[src/rtl/round_robin_dispatcher.sv]
// round_robin_dispatcher: hands each beat of one valid/ready stream to one of N channels in round-robin order
module round_robin_dispatcher #(
   parameter int N = 4,
   parameter int W = 8
) (
   input  logic                 clk,
   input  logic                 rst,
   input  logic                 in_valid,
   input  logic [W-1:0]         in_data,
   output logic                 in_ready,
   output logic [N-1:0]         out_valid,
   output logic [W-1:0]         out_data,
   input  logic [N-1:0]         out_ready,
   output logic [$clog2(N)-1:0] ptr,
   output logic                 busy
);
   localparam int IW = $clog2(N);
   logic          hold_valid;
   logic [W-1:0]  hold_data;
   logic [IW-1:0] hold_idx;
   logic          dep;
   logic          acc;
   logic [IW-1:0] nxt_idx;
   logic [IW-1:0] base;
   logic [IW-1:0] target;
   // handshake decode, output view of the hold register and circular search for the next free channel
   always_comb begin
      dep = hold_valid & out_ready[hold_idx];
      in_ready = ~rst & (~hold_valid | dep);
      acc = in_valid & in_ready;
      nxt_idx = (hold_idx == IW'(N - 1)) ? '0 : hold_idx + 1'b1;
      base = dep ? nxt_idx : ptr;
      target = base;
      for (int k = N - 1; k >= 0; k--) begin
         int j;
         j = int'(base) + k;
         if (j >= N) j -= N;
         if (out_ready[j]) target = IW'(j);
      end
      out_valid = hold_valid ? (N'(1) << hold_idx) : '0;
      out_data = hold_data;
      busy = hold_valid;
   end
   // hold register load/drain and round-robin pointer advance on each completed handshake
   always_ff @(posedge clk) begin
      if (rst) begin
         hold_valid <= 1'b0;
         hold_data  <= '0;
         hold_idx   <= '0;
         ptr        <= '0;
      end else begin
         if (acc) begin
            hold_valid <= 1'b1;
            hold_data  <= in_data;
            hold_idx   <= target;
         end else if (dep) begin
            hold_valid <= 1'b0;
         end
         if (dep) ptr <= nxt_idx;
      end
   end
endmodule

[config.mk]
export PLATFORM = sky130hd
export DESIGN_NAME = round_robin_dispatcher
export DESIGN_NICKNAME = d
export VERILOG_FILES = /design/src/rtl/round_robin_dispatcher.sv
export SDC_FILE = /design/constraint.sdc
export NUM_CORES = 1
export LEC_CHECK = 0
export ABC_AREA = 0
export BUFFER_PORTS_ARGS = -buffer_cell sky130_fd_sc_hd__buf_2
export CORE_MARGIN = 2
export CORE_UTILIZATION = 47
export CTS_BUF_LIST = sky130_fd_sc_hd__clkbuf_8
export DETAILED_ROUTE_END_ITERATION = 8
export GPL_ROUTABILITY_DRIVEN = 0
export GPL_TIMING_DRIVEN = 0
export PLACE_DENSITY = 0.75
export SETUP_SLACK_MARGIN = 0.05
export SLEW_MARGIN = 20
export SYNTH_ARGS = -nofsm -noshare
export SYNTH_HDL_FRONTEND = slang
export SYNTH_SLANG_ARGS = --single-unit
export TNS_END_PERCENT = 1
[constraint.sdc]
create_clock -name clk -period 2 [get_ports clk]
set_input_delay 0.2 -clock clk [delete_from_list [all_inputs] [get_ports clk]]
set_output_delay 0.2 -clock clk [all_outputs]
set_load 0.03 [all_outputs]
Word-level counts from Yosys, hierarchy flattened
Index checks and enable logic that the tools add are counted.
{"block": "totals", "out_inout_bits": 16, "register_bits": 13, "in_bits": 15, "wordCells": 57}
{"block": "op_classes", "n_mux": 27, "n_lt_le_gt_ge": 9, "bitwise": 6, "shifts": 1, "n_addsub": 8, "n_eq_ne": 1, "reduce_logical": 1}
{"cell": "$lt 32x4->1 const B", "n": 4}
{"cell": "$mux 32", "n": 4}
{"cell": "$mux 2", "n": 6}
{"cell": "$sub 3x3->4 const B", "n": 3}
{"cell": "$mux 1", "n": 11}
{"cell": "$bmux 1 s2", "n": 5}
{"cell": "$ge 3x3->1 const B", "n": 3}
{"cell": "$add 2x2->3 const B", "n": 2}
{"cell": "$mux 4", "n": 1}
{"cell": "$shl 1x2->4 const A", "n": 1}
{"cell": "$sub 2x3->4 const B", "n": 1}
{"cell": "$add 2x1->3 const B", "n": 1}
{"cell": "$and 1x1->1", "n": 3}
{"cell": "$ge 2x3->1 const B", "n": 1}
{"cell": "$lt 2x3->1 const B", "n": 1}
{"cell": "$add 2x1->2 const B", "n": 1}
{"cell": "$eq 2x2->1 const B", "n": 1}
{"cell": "$not 1->1", "n": 2}
{"cell": "$reduce_bool 2->1", "n": 1}
{"cell": "$or 1x1->1", "n": 1}

Depth between registers and ports, before layout
{"block": "logic_depth", "word_depth": 14, "mapped_depth": 6, "mapped_depth_nobuf": 6}

Worst setup path before layout
Ideal clock, no wire load.
{"block": "synth_path", "path_type": "register to register", "from": "register hold_valid (netlist: busy)", "to": "register hold_idx[1]", "arrival_ps": 1775, "synth_period_minus_slack_ps": 1891, "path_buffers": 1, "path_slack_ps": 109, "stages_incl_launch_ff": 7, "setup_time_ps": 116, "path_cell_list": "dfxtp_1 -> buf_2 -> nor2b_1 -> mux2i_1 -> o22a_1 -> a2111o_1 -> o211a_1"}
{"block": "synth_via", "elab_chain_cells": 12, "word_cells_on_any_way": 37}
{"item": "start, declared", "line_no": "18", "text": "logic hold_valid;"}
{"item": "start signal, assigned", "line_no": "47", "text": "hold_valid <= 1'b0;"}
{"item": "start signal, assigned", "line_no": "53", "text": "hold_valid <= 1'b1;"}
{"item": "start signal, assigned", "line_no": "57", "text": "hold_valid <= 1'b0;"}
{"item": "$and 1x1->1", "line_no": "28", "text": "dep = hold_valid & out_ready[hold_idx];"}
{"item": "$mux 2"}
{"item": "$add 2x2->3", "line_no": "36", "text": "j = int'(base) + k;"}
{"item": "$sub 3x3->4 / $ge 3x3->1 (equally long branches)", "line_no": "37", "text": "if (j >= N) j -= N;"}
{"item": "$mux 32", "line_no": "37"}
{"item": "$bmux 1 s2", "line_no": "38", "text": "if (out_ready[j]) target = IW'(j);"}
{"item": "$mux 1 (implied by the code) (2 in series)", "line_no": "38"}
{"item": "$mux 2 (4 in series)", "line_no": "38"}
{"item": "end signal, assigned", "line_no": "55", "text": "hold_idx <= target;"}
{"item": "end, declared", "line_no": "20", "text": "logic [IW-1:0] hold_idx;"}
Parallel ways exist; a longest one is shown, timed or not. The select of a mux whose other input is x is not followed.
A chain may end at the register's enable or synchronous reset.

Worst setup path after layout
{"block": "layout_path", "from": "register hold_idx[0]", "to": "output port in_ready"}
{"block": "layout_via", "elab_chain_cells": 5}
{"item": "$bmux 1 s2", "line_no": "28"}
{"item": "$mux 1 (implied by the code)", "line_no": "28"}
{"item": "$and 1x1->1", "line_no": "28"}
{"item": "$or 1x1->1", "line_no": "29", "text": "in_ready = ~rst & (~hold_valid | dep);"}
{"item": "$and 1x1->1", "line_no": "29"}
{"item": "end, declared", "line_no": "10", "text": "output logic in_ready,"}
No other way between the ends. The select of a mux whose other input is x is not followed.

==> metrics.txt <==
# TYPE chip_impl_metric gauge
chip_impl_metric{name="hold_buffers",unit=""} 0
chip_impl_metric{name="cts.sinks",unit=""} 13
chip_impl_info{name="setup.worst_path.class",value="reg2out"} 1
chip_impl_metric{name="synthDistinctLibCells",unit=""} 32
chip_impl_metric{name="detail_route.wirelength",unit="mm"} 1.65
chip_impl_metric{name="irDropWorstVdd",unit="V"} 0.000624
chip_impl_metric{name="fraction_of_final_layout_cells_sized_beyond_drive_strength_1",unit="%"} 34.1
chip_impl_info{name="clock_tree_from_tritoncts",value="built"} 1
chip_impl_info{name="outcome",value="completed"} 1
chip_impl_metric{name="syn_to_final_growth",unit="%"} 27.5
chip_impl_metric{name="reg2reg_setup_slack",unit="ns"} 0.17
chip_impl_metric{name="power-per-cell-area",unit="mW/mm2"} 744
chip_impl_metric{name="floorplan.io_pins",unit=""} 31
chip_impl_metric{name="synth_seq_cells",unit=""} 13
chip_impl_metric{name="synth.yosys.warnings",unit=""} 0
chip_impl_metric{name="tightestPinTransition",unit="ns"} 0.439
chip_impl_info{name="synthFlopType",value="dfxtp_1"} 1
chip_impl_metric{name="vias_in_the_first_global_route",unit=""} 626
chip_impl_metric{name="skew",unit="ns"} 0.00621
chip_impl_metric{name="leakage",unit="uW"} 0.000526
chip_impl_metric{name="cts_max_level",unit=""} 1
chip_impl_metric{name="tns_setup",unit="ns"} 0
chip_impl_metric{name="antenna_found_initial",unit=""} 0
chip_impl_metric{name="async_flop_share",unit="%"} 0
chip_impl_metric{name="worst_hold_slack",unit="ns"} 0.142
chip_impl_metric{name="post-route-period-util",unit="%"} 92.8
chip_impl_metric{name="worst_skew_pair.late_latency",unit="ns"} 0.24
chip_impl_metric{name="first_iter_violations",unit=""} 8
chip_impl_info{name="worst_path_dominant_cell_family",value="multiplexers"} 1
chip_impl_metric{name="slew-limit-headroom",unit="%"} 70.7
chip_impl_metric{name="cell_area_synth",unit="um2"} 796
chip_impl_metric{name="remaining_design_rule_violation_count",unit=""} 0
chip_impl_metric{name="grt_pass1_wl",unit="mm"} 2.73
chip_impl_metric{name="synth.net_count",unit=""} 108
chip_impl_metric{name="drt_pre_antenna_iters",unit=""} 4
chip_impl_metric{name="path_buf_inv",unit=""} 1
chip_impl_metric{name="detailroute.via_count",unit=""} 751
chip_impl_metric{name="finish.net_count",unit=""} 143
chip_impl_metric{name="routed_wire_length_per_instance",unit="um"} 11.9
chip_impl_metric{name="slowest_stage_delay_on_critical_path",unit="ns"} 0.55
chip_impl_metric{name="place.port_buffers",unit=""} 30
chip_impl_metric{name="diodes",unit=""} 0
chip_impl_metric{name="final_slew_viol_count",unit=""} 0
chip_impl_info{name="cp_slowest_cell",value="mux4_2"} 1
chip_impl_metric{name="post_layout_util",unit="%"} 65.8
chip_impl_metric{name="core.rowCount",unit=""} 14
chip_impl_metric{name="pin_count_of_the_biggest_net_entering_global_routing",unit=""} 11
chip_impl_metric{name="pre_cts_ws",unit="ns"} 0.0573
chip_impl_metric{name="numCtsBuffers",unit=""} 3
chip_impl_metric{name="cts.reportedPaths.clkPinSlew",unit="ns"} 0.06
chip_impl_info{name="critPathLaunchType",value="register"} 1
chip_impl_metric{name="floorplan.initialDensity",unit="%"} 51.6
chip_impl_metric{name="die_height",unit="um"} 45.1
chip_impl_metric{name="cp.arrival",unit="ns"} 1.66
chip_impl_metric{name="globalRoute.totalOverflow",unit=""} 0
chip_impl_metric{name="cp.required",unit="ns"} 1.80
chip_impl_metric{name="post_drt_via_cell_ratio",unit=""} 5.40
chip_impl_info{name="commonest_cells_after_routing_fill_and_taps_aside",value="31 x buf_2, 18 x nand2_1, 12 x dfxtp_1"} 1
chip_impl_metric{name="clk_path_buf_depth",unit=""} 2
chip_impl_metric{name="route.antenna.remaining_nets",unit=""} 0
chip_impl_info{name="mostFrequentLayoutCell",value="buf_2"} 1
chip_impl_metric{name="die_area",unit="mm2"} 0.00204
chip_impl_info{name="grt_setup_unrepaired",value="false"} 1
chip_impl_metric{name="final-hold-violation-count",unit=""} 0
chip_impl_info{name="cp-end-kind",value="output port"} 1
chip_impl_metric{name="synth_edf_count",unit=""} 0
chip_impl_metric{name="avgSynthCellArea",unit="um2"} 8.94
chip_impl_metric{name="max_clock_freq",unit="GHz"} 0.539
chip_impl_metric{name="fin_crit",unit="ns"} 1.86
chip_impl_metric{name="post-dp-hpwl",unit="mm"} 1.29
chip_impl_metric{name="synthesis.instances",unit=""} 89
chip_impl_info{name="cts_root_buf",value="clkbuf_8"} 1
chip_impl_metric{name="critPathMaxFanout",unit=""} 7
chip_impl_metric{name="design.core.area",unit="mm2"} 0.00154
chip_impl_info{name="worstPathCellList",value="mux4_2, nand2b_4, nor2b_1, buf_2"} 1
chip_impl_metric{name="fin_ws",unit="ns"} 0.143
chip_impl_metric{name="finalSetupViolCount",unit=""} 0
chip_impl_metric{name="timing.max_cap.violations",unit=""} 0
chip_impl_info{name="hold_path_class",value="in2reg"} 1
chip_impl_metric{name="chipWidth",unit="um"} 45.1
chip_impl_metric{name="seq_area_frac_synth",unit="%"} 32.7
chip_impl_metric{name="gr-usage-all-layers",unit="%"} 18.1
## cells in the mapped netlist (2+ instances only)
cell type / number / share of area, %
and2_1: 5 / 3.9
inv_1: 5 / 2.4
nor2_1: 2 / 0.94
mux2i_1: 3 / 3.8
nand2_1: 18 / 8.5
a21oi_1: 3 / 1.9
ha_1: 4 / 6.3
nor2b_1: 3 / 2.4
nand3_1: 4 / 2.5
nand3b_1: 8 / 7.5
dfxtp_1: 13 / 33
## sequential cells by signal, indices dropped and copies added (netlist names)
| register | flops |
|---|---|
| hold_idx | 2 |
| busy | 1 |
| out_data | 8 |
| ptr | 2 |
## path summary, 6_finish.rpt
kind              cells past startpoint           to        start
setup / recovery                      4     in_ready  hold_idx[0]
hold / removal                        3  out_data[5]   in_data[5]
setup reg to reg                      5  hold_idx[0]  hold_idx[0]
hold reg to reg                       2  out_data[4]  out_data[4]
## cell type report
type,instances,area (um2)
well taps,16,20.0
clock buffers,3,41.3
plain buffers,3,16.3
fillers,135,527
inverters,5,18.8
clock inverters,1,3.75
multi-input cells,68,500
repair buffers,30,150
flip-flops and latches,13,264
## worst reg2reg max path, stage by stage, from the launching register on
cell and delay [ns]:
dfxtp_4 0.38, mux4_2 0.55, nand2b_4 0.19, nor3b_4 0.20, or3_1 0.35, o31ai_2 0.07
## through the flow
step	cell area, um2	power, uW	std cells
2_1_floorplan	796	470	89
3_3_place_gp	966	532	135
3_5_place_dp	966	537	135
4_1_cts	1010	759	139
5_1_grt	1010	802	139
6_report	1010	755	139
## power by group
part	switching, uW	leakage [uW]	total [uW]	internal [uW]
Combinational	135	0.000391	228	93.0
Clock	88.3	0.0000269	223	135
Sequential	19.9	0.000108	304	284
Total	243	0.000526	755	512
## what timing repair did
item                       4_1_cts  5_1_grt
setup endpoints to repair        2        1
gates resized for setup          1        1
buffers inserted                 0        0
hold endpoints to repair         0        0
## cells by family after synthesis
group | count (synthesis) | share of synthesized area (%)
flops | 13 | 32.7
fa+ha+maj | 4 | 6.29
buf+inv | 8 | 4.40
simple gates | 45 | 34.3
compound gates | 15 | 15.7
mux | 4 | 6.60
## per-layer routing
metal	GRT usage, %	wire length (um)	part of all wire (%)	vias up
met1	22.3	722	44	346
met5	0	0	0	-
met4	5.29	0	0	0
li1	-	-	-	381
met2	30.9	816	49	24
met3	4.80	115	7.0	0
No activity file was read; power rests on OpenSTA's default activity.
